### src/rtl/hub75_rx.sv
// rtl/hub75_rx.sv - HUB75 panel bus receive monitor: pixel, line and frame events
// Optional latch-while-lit detection is built when HUB75_RX_LATCH_GUARD_EN is defined.
module hub75_rx #(
  parameter int WIDTH       = 32,
  parameter int COL_W       = 5,
  parameter int SYNC_STAGES = 2
) (
  input  logic             clk,
  input  logic             rst,
  input  logic             A,
  input  logic             B,
  input  logic             C,
  input  logic             D,
  input  logic             R0,
  input  logic             G0,
  input  logic             B0,
  input  logic             R1,
  input  logic             G1,
  input  logic             B1,
  input  logic             clk_shft,
  input  logic             LAT,
  input  logic             OE,
  output logic             pix_valid,
  output logic [COL_W-1:0] pix_col,
  output logic [2:0]       pix_top,
  output logic [2:0]       pix_bot,
  output logic             line_valid,
  output logic [3:0]       line_row,
  output logic [COL_W:0]   line_cols,
  output logic             err_len,
  output logic             frame_start,
  output logic [7:0]       frame_cnt,
  output logic             err_latch
);

  localparam logic [COL_W:0]   FULL = (COL_W+1)'(WIDTH);
  localparam logic [COL_W:0]   ONE  = (COL_W+1)'(1);
  localparam logic [COL_W-1:0] LAST = COL_W'(WIDTH - 1);

  typedef enum logic {IDLE, SHIFT} state_t;

  logic [12:0] bus_in;
  logic [12:0] bus_s;
  logic [12:0] sync_q [SYNC_STAGES];

  logic [3:0]  row_s;
  logic [2:0]  top_s;
  logic [2:0]  bot_s;
  logic        shft_s, lat_s, oe_s;
  logic        shft_d, lat_d;
  logic        shft_rise, lat_rise;

  state_t      state, state_nxt;
  logic [COL_W:0] col_cnt, cnt_nxt, line_cnt;
  logic        ovf, ovf_nxt, line_ovf;

  assign bus_in = {D, C, B, A, R0, G0, B0, R1, G1, B1, clk_shft, LAT, OE};

  always_ff @(posedge clk) begin
    if (rst) begin
      for (int i = 0; i < SYNC_STAGES; i++) sync_q[i] <= '0;
    end else begin
      sync_q[0] <= bus_in;
      for (int i = 1; i < SYNC_STAGES; i++) sync_q[i] <= sync_q[i-1];
    end
  end

  // Data and edges come from the same stage so they stay cycle-aligned.
  assign bus_s  = sync_q[SYNC_STAGES-1];
  assign row_s  = bus_s[12:9];
  assign top_s  = bus_s[8:6];
  assign bot_s  = bus_s[5:3];
  assign shft_s = bus_s[2];
  assign lat_s  = bus_s[1];
  assign oe_s   = bus_s[0];

  assign shft_rise = shft_s & ~shft_d;
  assign lat_rise  = lat_s & ~lat_d;

  // A shift coinciding with a latch is counted into the line before it clears.
  always_comb begin
    state_nxt = state;
    cnt_nxt   = col_cnt;
    ovf_nxt   = ovf;
    if (shft_rise) begin
      state_nxt = SHIFT;
      if (col_cnt == FULL) ovf_nxt = 1'b1;
      else                 cnt_nxt = col_cnt + ONE;
    end
    line_cnt = cnt_nxt;
    line_ovf = ovf_nxt;
    if (lat_rise) begin
      state_nxt = IDLE;
      cnt_nxt   = '0;
      ovf_nxt   = 1'b0;
    end
  end

  always_ff @(posedge clk) begin
    if (rst) begin
      state       <= IDLE;
      col_cnt     <= '0;
      ovf         <= 1'b0;
      shft_d      <= 1'b0;
      lat_d       <= 1'b0;
      pix_valid   <= 1'b0;
      pix_col     <= '0;
      pix_top     <= '0;
      pix_bot     <= '0;
      line_valid  <= 1'b0;
      line_row    <= '0;
      line_cols   <= '0;
      err_len     <= 1'b0;
      frame_start <= 1'b0;
      frame_cnt   <= '0;
    end else begin
      state       <= state_nxt;
      col_cnt     <= cnt_nxt;
      ovf         <= ovf_nxt;
      shft_d      <= shft_s;
      lat_d       <= lat_s;
      pix_valid   <= shft_rise;
      line_valid  <= lat_rise;
      err_len     <= 1'b0;
      frame_start <= 1'b0;
      if (shft_rise) begin
        pix_col <= (col_cnt == FULL) ? LAST : col_cnt[COL_W-1:0];
        pix_top <= top_s;
        pix_bot <= bot_s;
      end
      if (lat_rise) begin
        line_row    <= row_s;
        line_cols   <= line_cnt;
        err_len     <= (line_cnt != FULL) || line_ovf;
        frame_start <= (row_s == 4'd0);
        if (row_s == 4'd0) frame_cnt <= frame_cnt + 8'd1;
      end
    end
  end

`ifdef HUB75_RX_LATCH_GUARD_EN
  always_ff @(posedge clk) begin
    if (rst) err_latch <= 1'b0;
    else     err_latch <= lat_rise & ~oe_s;
  end
`else
  logic unused_oe;
  assign unused_oe = oe_s;
  assign err_latch = 1'b0;
`endif

endmodule

### config.mk
export PLATFORM = sky130hd
export DESIGN_NAME = hub75_rx
export DESIGN_NICKNAME = d
export VERILOG_FILES = /design/src/rtl/hub75_rx.sv
export SDC_FILE = /design/constraint.sdc
export NUM_CORES = 1
export LEC_CHECK = 0
export BUFFER_PORTS_ARGS = -buffer_cell sky130_fd_sc_hd__buf_2
export CAP_MARGIN = 20
export CORE_ASPECT_RATIO = 0.9
export CORE_MARGIN = 4
export CORE_UTILIZATION = 35
export CTS_CLUSTER_DIAMETER = 100
export CTS_CLUSTER_SIZE = 8
export DETAILED_ROUTE_END_ITERATION = 7
export PLACE_DENSITY_LB_ADDON = 0.05
export REMOVE_ABC_BUFFERS = 1
export SYNTH_ARGS = -nofsm -noshare
export SYNTH_HDL_FRONTEND = slang
export SYNTH_SLANG_ARGS = --single-unit
### constraint.sdc
create_clock -name clk -period 3.4 [get_ports clk]
set_clock_uncertainty 0.1 [all_clocks]
set_input_delay 0.85 -clock clk [delete_from_list [all_inputs] [get_ports clk]]
set_output_delay 0.85 -clock clk [all_outputs]
set_load 0.03 [all_outputs]
==> run_results.csv <==
group,metric,value,unit
outcome,outcome,"completed",
sta,setup_violations,0,
setup_path,required,3510,ps
layout,final_area,2790,sq um
drt,dr_total_vias,1668,
sta,fin_tns_setup,0,ps
yosys,syn_area_per_cell,9.82,sq um
drt,wire_per_inst,11.3,microns
setup_path,crit_top_cell,"ha_1",
sta,slew_headroom,0.486,
setup_path,cp-end-kind,"flip-flop",
pwr,vdd_drop_max,291,uV
floorplanning,dieWidth,93.6,microns
setup_path,cp_data_arrival_time,2420,ps
clock_network,cts_resized,0,
clock_network,cts_tree,"yes",
floorplanning,io_pins,49,
setup_path,path_cells,"inv_1 > ha_1 > nand4bb_1 > nor2_1 > inv_2 > ha_1 > nand3_1 > a221oi_1 > a31oi_1",
global_route,antenna_found_initial,0,
drt,drc,0,
layout,fin_cells,374,
layout,nFillCells,654,
sta,max_freq,433,MHz
global_route,grt_pass1_vias,1594,
clock_network,cts_buffer_depth,2,
clock_network,holdBufCountCts,0,
sta,period_needed,2310,ps
drt,antenna_left,0,
drt,drt-initial-drc-count,22,
layout,area_delta_synth_final,21.0,%
layout,layout_commonest_cell,"dfxtp_1",
setup_path,critPathSlowestCell,"dfxtp_1",
floorplanning,placement_rows,27,
layout,final_layout_size_suffix_gt1_frac,0.233,
sta,layout_setup_ws,1090,ps
layout,antenna_cells,0,
yosys,yosys.area.top_type,"dfxtp_1",
yosys,postSynthCellCount,235,
place,globalplace.congestion,0.808,
yosys,synth.top_cell.area_share,0.572,
yosys,synth_cell_types,39,
yosys,syn_area,2310,sq um
sta,fin_crit_sh,0.679,
pwr,total_leakage_power,1.21,nW
place,dpl.cell_count,358,
drt,firstDrtPassIters,4,
sta,tightest_slew,768,ps
clock_network,clock_latency,330,ps
clock_network,cts_made_buffers,9,
yosys,seq_area_frac_synth,0.572,
clock_network,clkTransAtPathRegs,70,ps
layout,nets,301,
floorplanning,core,6250,sq um
clock_network,root_buffer,"clkbuf_8",
setup_path,path_max_fanout,4,
place,place_ws,1090,ps
setup_path,slowest_delay,340,ps
place,io_buffers,46,
global_route,grt_remaining_overflow,0,
clock_network,cts_setup_buffers,0,
sta,timing_hold_violations_final,0,
floorplanning,die_y,85.0,microns
sta,finalMaxSlewViolations,0,
drt,wirelength,4210,microns
yosys,ys_warn_count,0,
floorplanning,dieArea,7960,sq um
sta,whs,331,ps
floorplanning,start_util,0.369,
global_route,grt_max_degree,32,
layout,layout_common_cells,"dfxtp_1 (66), buf_2 (46), nor2b_1 (31)",
pwr,pwr_density_cell,535,nW/um^2
setup_path,cp-start-kind,"flip-flop",
yosys,synth.area.top_cells,"dfxtp_1 (57%), nor2b_1 (8.4%), nand2_1 (3.7%), nor2_1 (2.8%), a21oi_1 (2.2%)",
global_route,grt_util_all_layers,0.117,
clock_network,cts_sinks,66,
drt,via_per_inst,4.46,
sta,grt_setup_unrepaired,"false",
worst_hold_path,hold_class,"reg -> reg",
job,max_cap_violations,0,
global_route,grt_pass1_wl,7360,microns
yosys,ys_seq_elements,66,
place,dp.final_hpwl,2920,microns
setup_path,path_class,"reg -> reg",
clock_network,cts-htree-levels,3,
place,dpl_cell_area,2610,sq um
==> cells in the mapped netlist (all sizes together) <==
| cell | n |
|---|---|
| nor3 | 5 |
| and2 | 3 |
| buf | 7 |
| or4 | 1 |
| nand4bb | 1 |
| and3b | 1 |
| dfxtp | 66 |
| o21ai | 10 |
| a221oi | 1 |
| or3 | 2 |
| nor2 | 17 |
| clkbuf | 5 |
| nand2b | 3 |
| o211ai | 1 |
| conb | 1 |
| a211oi | 1 |
| nor4 | 2 |
| nand2 | 23 |
| xor2 | 5 |
| mux2i | 2 |
| inv | 8 |
| a311oi | 2 |
| or2 | 1 |
| xnor2 | 3 |
| a21oi | 10 |
| mux2 | 1 |
| a31oi | 1 |
| nand3 | 8 |
| ha | 4 |
| nor2b | 31 |
| nand4 | 3 |
| a22o | 6 |
==> layout make-up <==
class,count,area (sq um),area share
clock inverters,6,57.6,0.0206
clock buffers,10,128,0.0457
inverters,8,30.0,0.0108
multi-input cells,149,902,0.323
repair buffers,48,245,0.0878
well taps,87,109,0.0390
flip-flops and latches,66,1320,0.473
==> state kept, by name, summed over array words and instances (netlist names) <==
register / flops
col_cnt: 6
line_row: 4
shft_d: 1
line_cols: 6
pix_col: 5
sync_q: 24
pix_top: 3
line_valid: 1
pix_bot: 3
ovf: 1
err_len: 1
lat_d: 1
pix_valid: 1
frame_cnt: 8
frame_start: 1
==> final timing paths <==
kind,startpoint,cells past startpoint,endpoint,slack (ps)
max,col_cnt[0]$_SDFF_PP0_,9,err_len$_SDFF_PP0_,1090
min,sync_q[0][20]$_SDFF_PP0_,2,pix_top[1]$_SDFFE_PP0N_,330
max reg2reg,col_cnt[0]$_SDFF_PP0_,9,err_len$_SDFF_PP0_,1090
min reg2reg,sync_q[0][20]$_SDFF_PP0_,2,pix_top[1]$_SDFFE_PP0N_,330
==> critical path, delay by kind of cell, from the launching register on <==
| family | cells | cell delay, ps |
|---|---|---|
| AO/OA/AOI/OAI | 2 | 460 |
| adder cells (fa/ha/maj) | 2 | 480 |
| buffers and inverters | 2 | 220 |
| flip-flops | 1 | 340 |
| AND/OR/NAND/NOR | 3 | 590 |
==> power by group <==
| part | switching (mW) | internal, mW |
|---|---|---|
| sequential | 0.00805 | 0.794 |
| combinational | 0.0493 | 0.0290 |
| clock | 0.281 | 0.333 |
| total | 0.338 | 1.16 |
==> routing by layer <==
metal  track usage  part of all wire
met1         0.146              0.48
met2         0.175              0.44
met3        0.0505             0.068
met4        0.0512            0.0081
met5             0                 0
==> per-stage QoR <==
stage | util | power, mW
global placement | 0.417 | 0.899
floorplan | - | 0.867
finish | 0.447 | 1.49
CTS | 0.447 | 1.53
detailed placement | 0.417 | 0.900
global route | 0.447 | 1.57
==> logic make-up after synthesis <==
kind of cell / Yosys count / share of synthesized area
other cells: 1 / 0.00162
mux: 3 / 0.0136
flops: 66 / 0.572
buf+inv: 20 / 0.0369
xor+xnor: 8 / 0.0304
compound gates: 32 / 0.0873
fa+ha+maj: 4 / 0.0217
simple gates: 101 / 0.236
No activity file was read; power rests on OpenSTA's default activity.
